[config.mk]
export PLATFORM = sky130hd
export DESIGN_NAME = div_sequencer
export DESIGN_NICKNAME = d
export VERILOG_FILES = /design/src/rtl/div_sequencer.sv
export SDC_FILE = /design/constraint.sdc
export NUM_CORES = 1
export LEC_CHECK = 0
export ABC_AREA = 1
export BUFFER_PORTS_ARGS = -buffer_cell sky130_fd_sc_hd__buf_2
export CAP_MARGIN = 20
export CORE_ASPECT_RATIO = 0.9
export CORE_MARGIN = 1.5
export CORE_UTILIZATION = 49
export CTS_BUF_LIST = sky130_fd_sc_hd__clkbuf_8 sky130_fd_sc_hd__clkbuf_16
export CTS_CLUSTER_DIAMETER = 30
export DETAILED_ROUTE_END_ITERATION = 16
export GPL_TIMING_DRIVEN = 0
export HOLD_SLACK_MARGIN = 0.1
export MAX_ROUTING_LAYER = met4
export PLACE_DENSITY = 0.71
export SYNTH_ARGS = -nofsm -noshare
export SYNTH_HDL_FRONTEND = slang
export SYNTH_SLANG_ARGS = --single-unit
[constraint.sdc]
create_clock -name clk -period 1.59 [get_ports clk]
set_input_delay 0.159 -clock clk [delete_from_list [all_inputs] [get_ports clk]]
set_output_delay 0.159 -clock clk [all_outputs]
set_load 0.1 [all_outputs]
[src/rtl/div_sequencer.sv]
// Run controller for the modulo divider: programmable terminal count, burst of
// fout strobes, abort, completion and start-rejection reporting.
module div_sequencer #(
    parameter int unsigned WIDTH   = 3,
    parameter int unsigned BURST_W = 4
) (
    input  logic               clk,
    input  logic               reset,
    input  logic               start,
    input  logic               abort,
    input  logic [WIDTH-1:0]   div_n,
    input  logic [BURST_W-1:0] burst,
    output logic [WIDTH-1:0]   count,
    output logic [BURST_W-1:0] pulses,
    output logic               fout,
    output logic               busy,
    output logic               done,
    output logic               err
);

    typedef enum logic [1:0] {
        S_IDLE = 2'd0,
        S_RUN  = 2'd1,
        S_DONE = 2'd2
    } state_t;

    state_t             state;
    state_t             state_nx;
    logic [WIDTH-1:0]   n_q;
    logic [WIDTH-1:0]   n_nx;
    logic [WIDTH-1:0]   count_nx;
    logic [WIDTH-1:0]   last;
    logic [BURST_W-1:0] b_q;
    logic [BURST_W-1:0] b_nx;
    logic [BURST_W-1:0] pulses_nx;
    logic [BURST_W-1:0] pulses_inc;
    logic               start_ok;
    logic               start_bad;
    logic               wrap;
    logic               final_wrap;
    logic               fout_nx;
    logic               busy_nx;
    logic               done_nx;
    logic               err_nx;

    // Run qualifiers derived from registered state and the latched configuration
    always_comb begin
        start_ok   = (state == S_IDLE) && start && (div_n >= WIDTH'(2));
        start_bad  = (state == S_IDLE) && start && (div_n <  WIDTH'(2));
        last       = n_q - WIDTH'(1);
        wrap       = (state == S_RUN) && (count == last);
        pulses_inc = pulses + BURST_W'(1);
        final_wrap = wrap && (b_q != BURST_W'(0)) && (pulses_inc == b_q);
    end

    // State register
    always_ff @(posedge clk or negedge reset) begin
        if (!reset) state <= S_IDLE;
        else        state <= state_nx;
    end

    // Next-state logic; abort takes priority over a coincident final wrap
    always_comb begin
        state_nx = state;
        case (state)
            S_IDLE: if (start_ok) state_nx = S_RUN;
            S_RUN: begin
                if (abort)           state_nx = S_IDLE;
                else if (final_wrap) state_nx = S_DONE;
            end
            S_DONE:  state_nx = S_IDLE;
            default: state_nx = S_IDLE;
        endcase
    end

    // Datapath and output next values
    always_comb begin
        n_nx      = n_q;
        b_nx      = b_q;
        count_nx  = count;
        pulses_nx = pulses;
        case (state)
            S_IDLE: begin
                if (start_ok) begin
                    n_nx      = div_n;
                    b_nx      = burst;
                    count_nx  = WIDTH'(0);
                    pulses_nx = BURST_W'(0);
                end
            end
            S_RUN: begin
                if (abort) begin
                    count_nx = WIDTH'(0);
                end else if (wrap) begin
                    count_nx  = WIDTH'(0);
                    pulses_nx = pulses_inc;
                end else begin
                    count_nx = count + WIDTH'(1);
                end
            end
            S_DONE:  count_nx = WIDTH'(0);
            default: count_nx = WIDTH'(0);
        endcase
        fout_nx = (state_nx == S_RUN) && (count_nx == (n_nx - WIDTH'(1)));
        busy_nx = (state_nx != S_IDLE);
        done_nx = (state_nx == S_DONE);
        err_nx  = start_bad;
    end

    // Datapath and output registers
    always_ff @(posedge clk or negedge reset) begin
        if (!reset) begin
            n_q    <= WIDTH'(0);
            b_q    <= BURST_W'(0);
            count  <= WIDTH'(0);
            pulses <= BURST_W'(0);
            fout   <= 1'b0;
            busy   <= 1'b0;
            done   <= 1'b0;
            err    <= 1'b0;
        end else begin
            n_q    <= n_nx;
            b_q    <= b_nx;
            count  <= count_nx;
            pulses <= pulses_nx;
            fout   <= fout_nx;
            busy   <= busy_nx;
            done   <= done_nx;
            err    <= err_nx;
        end
    end

endmodule

After elaboration in Yosys (flattened, before gate mapping):

Cells that the tools add are included.
Widths: inputs -> output; s select.

* latch bits: 0
* flip-flop bits (word level): 20
* output and inout bits: 11
* ROM bits: 0
* bits in writable memories: 0
* bits of input ports: 11
* memories: 0

* multiply operators: 0
* $lt $le $gt $ge: 2
* reduce and logical (&&, ||, !) cells: 13
* eq/ne operators: 9
* add/subtract/negate cells: 4
* bitwise operators: 0
* shifts and indexed selects: 0
* muxes and demuxes: 14
* divide/modulo/power cells: 0

Operator list (count)
* $mux 3: 5
* $mux 4: 3
* $pmux 4 s2: 1
* $logic_and 1x1->1: 7
* $eq 3x3->1: 2
* $mux 2: 3
* $ne 2x2->1 const B: 3
* $pmux 3 s2: 1
* $sub 3x1->3 const B: 2
* $add 4x1->4 const B: 1
* $eq 2x1->1 const B: 2
* $eq 4x4->1: 1
* $pmux 2 s2: 1
* $reduce_and 4->1: 1
* $reduce_bool 2->1: 2
* $reduce_bool 4->1: 1
* $add 3x1->3 const B: 1
* $ge 3x2->1 const B: 1
* $lt 3x2->1 const B: 1
* $eq 2x2->1 const B: 1
* $logic_not 2->1: 1
* $reduce_and 2->1: 1

Logic depth before layout (Yosys ltp):

* depth after elaboration: 10
* depth in mapped cells: 16
* gate-level depth less buffers: 16

Worst setup path before layout:

No wires, ideal clock.

* path kind: reg-to-reg
* from: reg pulses[0]
* to: reg fout
* setup time: 0.114 ns
* clock period less this slack: 2.168 ns
* slack: -0.578 ns
* buffers on the path: 0
* arrival time: 2.054 ns
* cell stages (with the launch flop): 12
* cells stage by stage: dfrtp_1 ha_1 xnor2_1 inv_1 nand2_1 nand2_1 nor2_1 nand3_2 nand2_1 inv_1 nand2_1 nor2_2

* cells in the longest elaborated chain, start to end: 8

RTL lines
* start: declaration: line 14 `output logic [BURST_W-1:0] pulses,`
* start signal: assignment: line 125 `pulses <= pulses_nx;`
* $add 4x1->4: line 52 `pulses_inc = pulses + BURST_W'(1);`
* $eq 4x4->1: line 53 `final_wrap = wrap && (b_q != BURST_W'(0)) && (pulses_inc == b_q);`
* $logic_and 1x1->1: line 53
* $mux 2: line 69 `else if (final_wrap) state_nx = S_DONE;`
* $mux 2: line 68 `if (abort) state_nx = S_IDLE;`
* $pmux 2 s2: line 65 `case (state)`
* $eq 2x1->1: line 104 `fout_nx = (state_nx == S_RUN) && (count_nx == (n_nx - WIDTH'(1)));`
* $logic_and 1x1->1: line 104
* via fout_nx: line 41 `logic fout_nx;`
* end signal: assignment: line 126 `fout <= fout_nx;`
* end: declaration: line 15 `output logic fout,`

The timed path passes the listed nets, and every way through them passes these cells.
A chain may end at the register's enable or synchronous reset.

Worst setup path in the final report:

* from: reg n_q[0]
* to: reg fout

* elaborated cells between the ends (all ways): 17

RTL lines
* start: declaration: line 29 `logic [WIDTH-1:0] n_q;`
* start signal: assignment: line 122 `n_q <= n_nx;`
* $sub 3x1->3: line 50 `last = n_q - WIDTH'(1);`
* $eq 3x3->1: line 51 `wrap = (state == S_RUN) && (count == last);`
* $logic_and 1x1->1: line 51
* $mux 3: line 94 `end else if (wrap) begin`
* $mux 3: line 92 `if (abort) begin`
* $pmux 3 s2: line 82 `case (state)`
* via count_nx[2]: line 31 `logic [WIDTH-1:0] count_nx;`
* $eq 3x3->1: line 104
* $logic_and 1x1->1: line 104
* via fout_nx: line 41

The timed path passes the listed nets, and every way through them passes these cells.

==> results <==
- The root buffer cell is sky130_fd_sc_hd__clkbuf_8.
- The path class of the lowest-slack min-delay path is input pin to flop.
- The portion of synthesized area spent on multiplexers is 0%.
- Of all nets on the critical path, the largest fanout is 4.
- The endpoint of the worst hold path is b_q[0].
- The reg-to-reg endpoint is fout.
- The max-slew violation count is 0.
- Dividing the detail-routed via count by the number of cells gives between 5 and 6.
- The post-synthesis cell type count is 25.
- Summing the areas of all compound-gate instances in the mapped netlist gives 5.84% of the synthesized area.
- The average size of a mapped cell is 7.59 sq um.
- The register area share after synthesis is about two fifths.
- The final worst setup slack is -154 ps.
- The startpoint of the lowest-slack hold path is burst[0].
- In this run, the number of DRC markers left after iteration 0 of detailed routing was 10.
- The clock transition at the register clock pins on the worst setup and hold paths after CTS is approximately 70 ps.
- The effective utilization at floorplan is 53.5%.
- STA puts the critical path data required time at 1740 ps.
- The total clock sinks is 20.
- The warning count from the yosys run is 0.
- Cells fill 74.5% of the core in the end.
- The instance area after placement is between 1000 and 1500 sq um.
- The number of buffers on the longest clock path is 2.
- The total via count in the routed design is 1120.
- The number of inserted diodes is 0.
- For the final database, setup skew stands at 8.72 ps.
- The worst-case reg-to-reg path depth is 15.
- The async set-or-reset flop fraction in the synthesized netlist is 100%.
- The final critical path time including I/O delays and setup is 1740 ps.
- Hold is met by 103 ps.
- The number of H-tree levels is 1.
- Ranked by total cell area, the synthesized netlist is headed by sky130_fd_sc_hd__dfrtp_1 (42%), sky130_fd_sc_hd__nand2_1 (16%), sky130_fd_sc_hd__inv_1 (9.1%).
- Derived from the worst setup path, the maximum achievable clock frequency is 573 MHz.
- Routability-driven placement finished with a final weighted congestion of 0.839.
- Summing the areas of all fa, ha and maj instances in the mapped netlist gives 4.17% of the synthesized area.
- The number of setup violations in the final report is 5.
- The worst-case IR drop observed on VDD is 1.18 mV.
- The width of the die is ~55 um.
- The pin count of the biggest net entering global routing is 21.
- The number of nets produced by synthesis is 173.
- The total design power is 0.00237 W.
- The critical register-to-register path startpoint is n_q[0].
- The share of synthesized area in the top cell type comes to 41.7%.
- The global routing met1 resource utilization is a little over a quarter.
- Headroom to the max-slew limit came out at 67.5%.
- The number of cells produced by synthesis is approximately 160.
- The leftover overflow at the end of global routing is 0.
- The areal power density over the cells is 1420 nW/um^2.
- The fraction of final layout cells with drive strength greater than 1 is 46.4%.
- The total clock buffers created by CTS is 3.
- The number of flops mapped to enable cells by yosys is 0.
- The checks that failed: negative setup slack.
- Global routing consumed, on the met2 layer, between 30% and 40% of the routing resources.
- Pin placement for this block handled 22 I/O pins.
- The number of buffer cells added on primary ports is 21.
- The leakage power summed over all cells is 0.911 nW.
- The die area is ~2800 sq um.
- The region available for standard cell placement spans 2240 sq um.
- After global routing, the most crowded layer is met2.
- The count of final hold-check violations is 0.
- The met3 track demand over resource in global routing is 6.67%.
- After synthesis, the largest family of logic cells by area is simple AND/OR/NAND/NOR gates.
- The number of antenna violations at the first check in global routing was 0.
- The number of violations of the max-capacitance limit is 0.
- Once layout is done, the placed cells without fillers occupy 1670 sq um.
- For the worst-skew pair, the clock arrives at the later sink with an insertion delay of between 200 and 300 ps.
- The net count of the finished layout is 212.
- The placement-stage worst setup slack is -240 ps.
- Among all cell types in the netlist, the one instantiated most often is sky130_fd_sc_hd__nand2_1.
- The wire length of the first global-routing pass is 4280 um.
- The startpoint type of the worst setup path is a flop.
- The hold path depth is 3.
- The flip-flop and latch count after synthesis is 20.
- The commonest cells after synthesis are sky130_fd_sc_hd__nand2_1 (52), sky130_fd_sc_hd__inv_1 (29), sky130_fd_sc_hd__dfrtp_1 (20).
- The total detailed-routing wirelength is 2880 um.
- For this run, the detailed router's first-pass iteration total came to 4.
- The netlist area before placement is 1200 sq um.
- The total routing usage reported by global routing is 22.2%.
- The number of global-route vias before repair came to 1027.
- The count of nets left with antenna violations after detail routing is 0.
- The startpoint-to-endpoint class of the critical path is flop to flop.
- The detailed-route DRC error count is 0.
- Measured along the y axis, the die boundary spans ~50 um.
- The main flop type after synthesis is sky130_fd_sc_hd__dfrtp_1.
- After legalization and detailed placement, the total HPWL measured 1860 um.
- sky130_fd_sc_hd__dfrtp_1 takes more of the synthesized area than any other cell.
- The number of rows created at floorplan is 16.
- The post-synthesis share of cell area spent on xor and xnor gates is 2.92%.
- The flow ran to the end, but the final reports show violations.
- Setup repair after global routing could not meet its margin everywhere.
- Summing the areas of all and, or, nand and nor instances in the mapped netlist gives 34.5% of the synthesized area.
- The layout overhead on the synthesized area is 39.2%.
- The category of the worst setup path capture point is a flop.
- The mean routed wirelength per cell is 12.9 um.
- The ratio of final minimum period to clock period is 110%.
- The TritonCTS clock tree is done.
- The flop-to-flop setup slack is -150 ps.
- Data on the critical path arrives at its endpoint at between 1500 and 2000 ps.
- At the pin with the least slew margin, the transition time is 490 ps.
## cells in the final DEF (no fill, tap or decap), types with 2 or more instances in the layout
cell type,n
sky130_fd_sc_hd__ha_4,3
sky130_fd_sc_hd__nand2_2,12
sky130_fd_sc_hd__dlygate4sd3_1,2
sky130_fd_sc_hd__nor2_1,2
sky130_fd_sc_hd__o21ai_1,2
sky130_fd_sc_hd__o21ai_0,3
sky130_fd_sc_hd__xnor2_1,2
sky130_fd_sc_hd__nand2_4,4
sky130_fd_sc_hd__nand4_1,2
sky130_fd_sc_hd__nor2_2,2
sky130_fd_sc_hd__inv_1,24
sky130_fd_sc_hd__buf_4,10
sky130_fd_sc_hd__dfrtp_1,13
sky130_fd_sc_hd__buf_2,21
sky130_fd_sc_hd__nand3_1,9
sky130_fd_sc_hd__inv_2,9
sky130_fd_sc_hd__nand2_1,41
sky130_fd_sc_hd__clkbuf_8,3
sky130_fd_sc_hd__nor2_4,6
sky130_fd_sc_hd__nand3_2,4
sky130_fd_sc_hd__nand3_4,2
sky130_fd_sc_hd__dfrtp_4,2
sky130_fd_sc_hd__dfrtp_2,5
## worst max path at each step
stage	cells past startpoint	slack, ps	endpoint	start
global placement	12	-230	fout	state[1]
floorplan	11	-80	fout	pulses[0]
global route	15	-270	fout	n_q[0]
detailed placement	12	-240	fout	state[1]
finish	15	-150	fout	n_q[0]
CTS	12	-140	fout	state[0]
## state kept, by name, summed over array words and instances, names as in the netlist
signal,cells
b_q,4
busy,1
count,3
done,1
err,1
fout,1
n_q,3
pulses,4
state,2
## worst max-delay path: stages, from the launching register on
cell and delay [ps]:
sky130_fd_sc_hd__dfrtp_1 410, sky130_fd_sc_hd__inv_2 100, sky130_fd_sc_hd__ha_4 130, sky130_fd_sc_hd__inv_1 40, sky130_fd_sc_hd__nand2_1 70, sky130_fd_sc_hd__nand2_1 50, sky130_fd_sc_hd__nand2_1 60, sky130_fd_sc_hd__nand2_1 130
sky130_fd_sc_hd__nand2_4 150, sky130_fd_sc_hd__nand3_1 110, sky130_fd_sc_hd__nand2_1 120, sky130_fd_sc_hd__nand2_2 60, sky130_fd_sc_hd__nand2_2 60, sky130_fd_sc_hd__clkinv_1 60, sky130_fd_sc_hd__nand2_2 50, sky130_fd_sc_hd__nor2_2 30
## metal layers
layer | up-vias | part of all wire (%)
li1 | 559 | -
met1 | 529 | 43
met2 | 30 | 51
met3 | 2 | 5.3
met4 | 0 | 0.24
met5 | - | 0
## kinds of logic (layout without fill, tap and decap cells)
| group | Yosys count | after routing |
|---|---|---|
| compound gates | 11 | 11 |
| xor+xnor | 4 | 4 |
| fa+ha+maj | 4 | 4 |
| buf+inv | 34 | 72 |
| flops | 20 | 20 |
| simple gates | 85 | 85 |
## report_power, final
part | switching [W] | total (W) | internal (W)
clock network | 0.000158 | 0.000330 | 0.000172
logic | 0.000909 | 0.00132 | 0.000415
registers | 0.000104 | 0.000713 | 0.000609
## what timing repair did
item | in CTS | in global routing
endpoints found under the hold margin | 21 | 0
endpoints found under the setup margin | 4 | 9
pin swaps | 9 | 14
hold buffers | 2 | 0
buffers inserted | 8 | 3
gates resized for setup | 8 | 32
gates cloned | 0 | 0
## through the flow
step / instances / setup TNS (ps)
2_1_floorplan: 158 / -83.8
3_3_place_gp: 206 / -258
3_5_place_dp: 206 / -381
4_1_cts: 220 / -332
5_1_grt: 223 / -816
6_report: 223 / -329
## final cells by class
cell class | count | area (sq um)
Clock buffer | 3 | 41.3
Clock inverter | 1 | 3.75
Fill cell | 159 | 572
Inverter | 34 | 135
Multi-Input combinational cell | 104 | 731
Sequential cell | 20 | 514
Tap cell | 27 | 33.8
Timing Repair Buffer | 34 | 211
No activity file was read; power rests on OpenSTA's default activity.
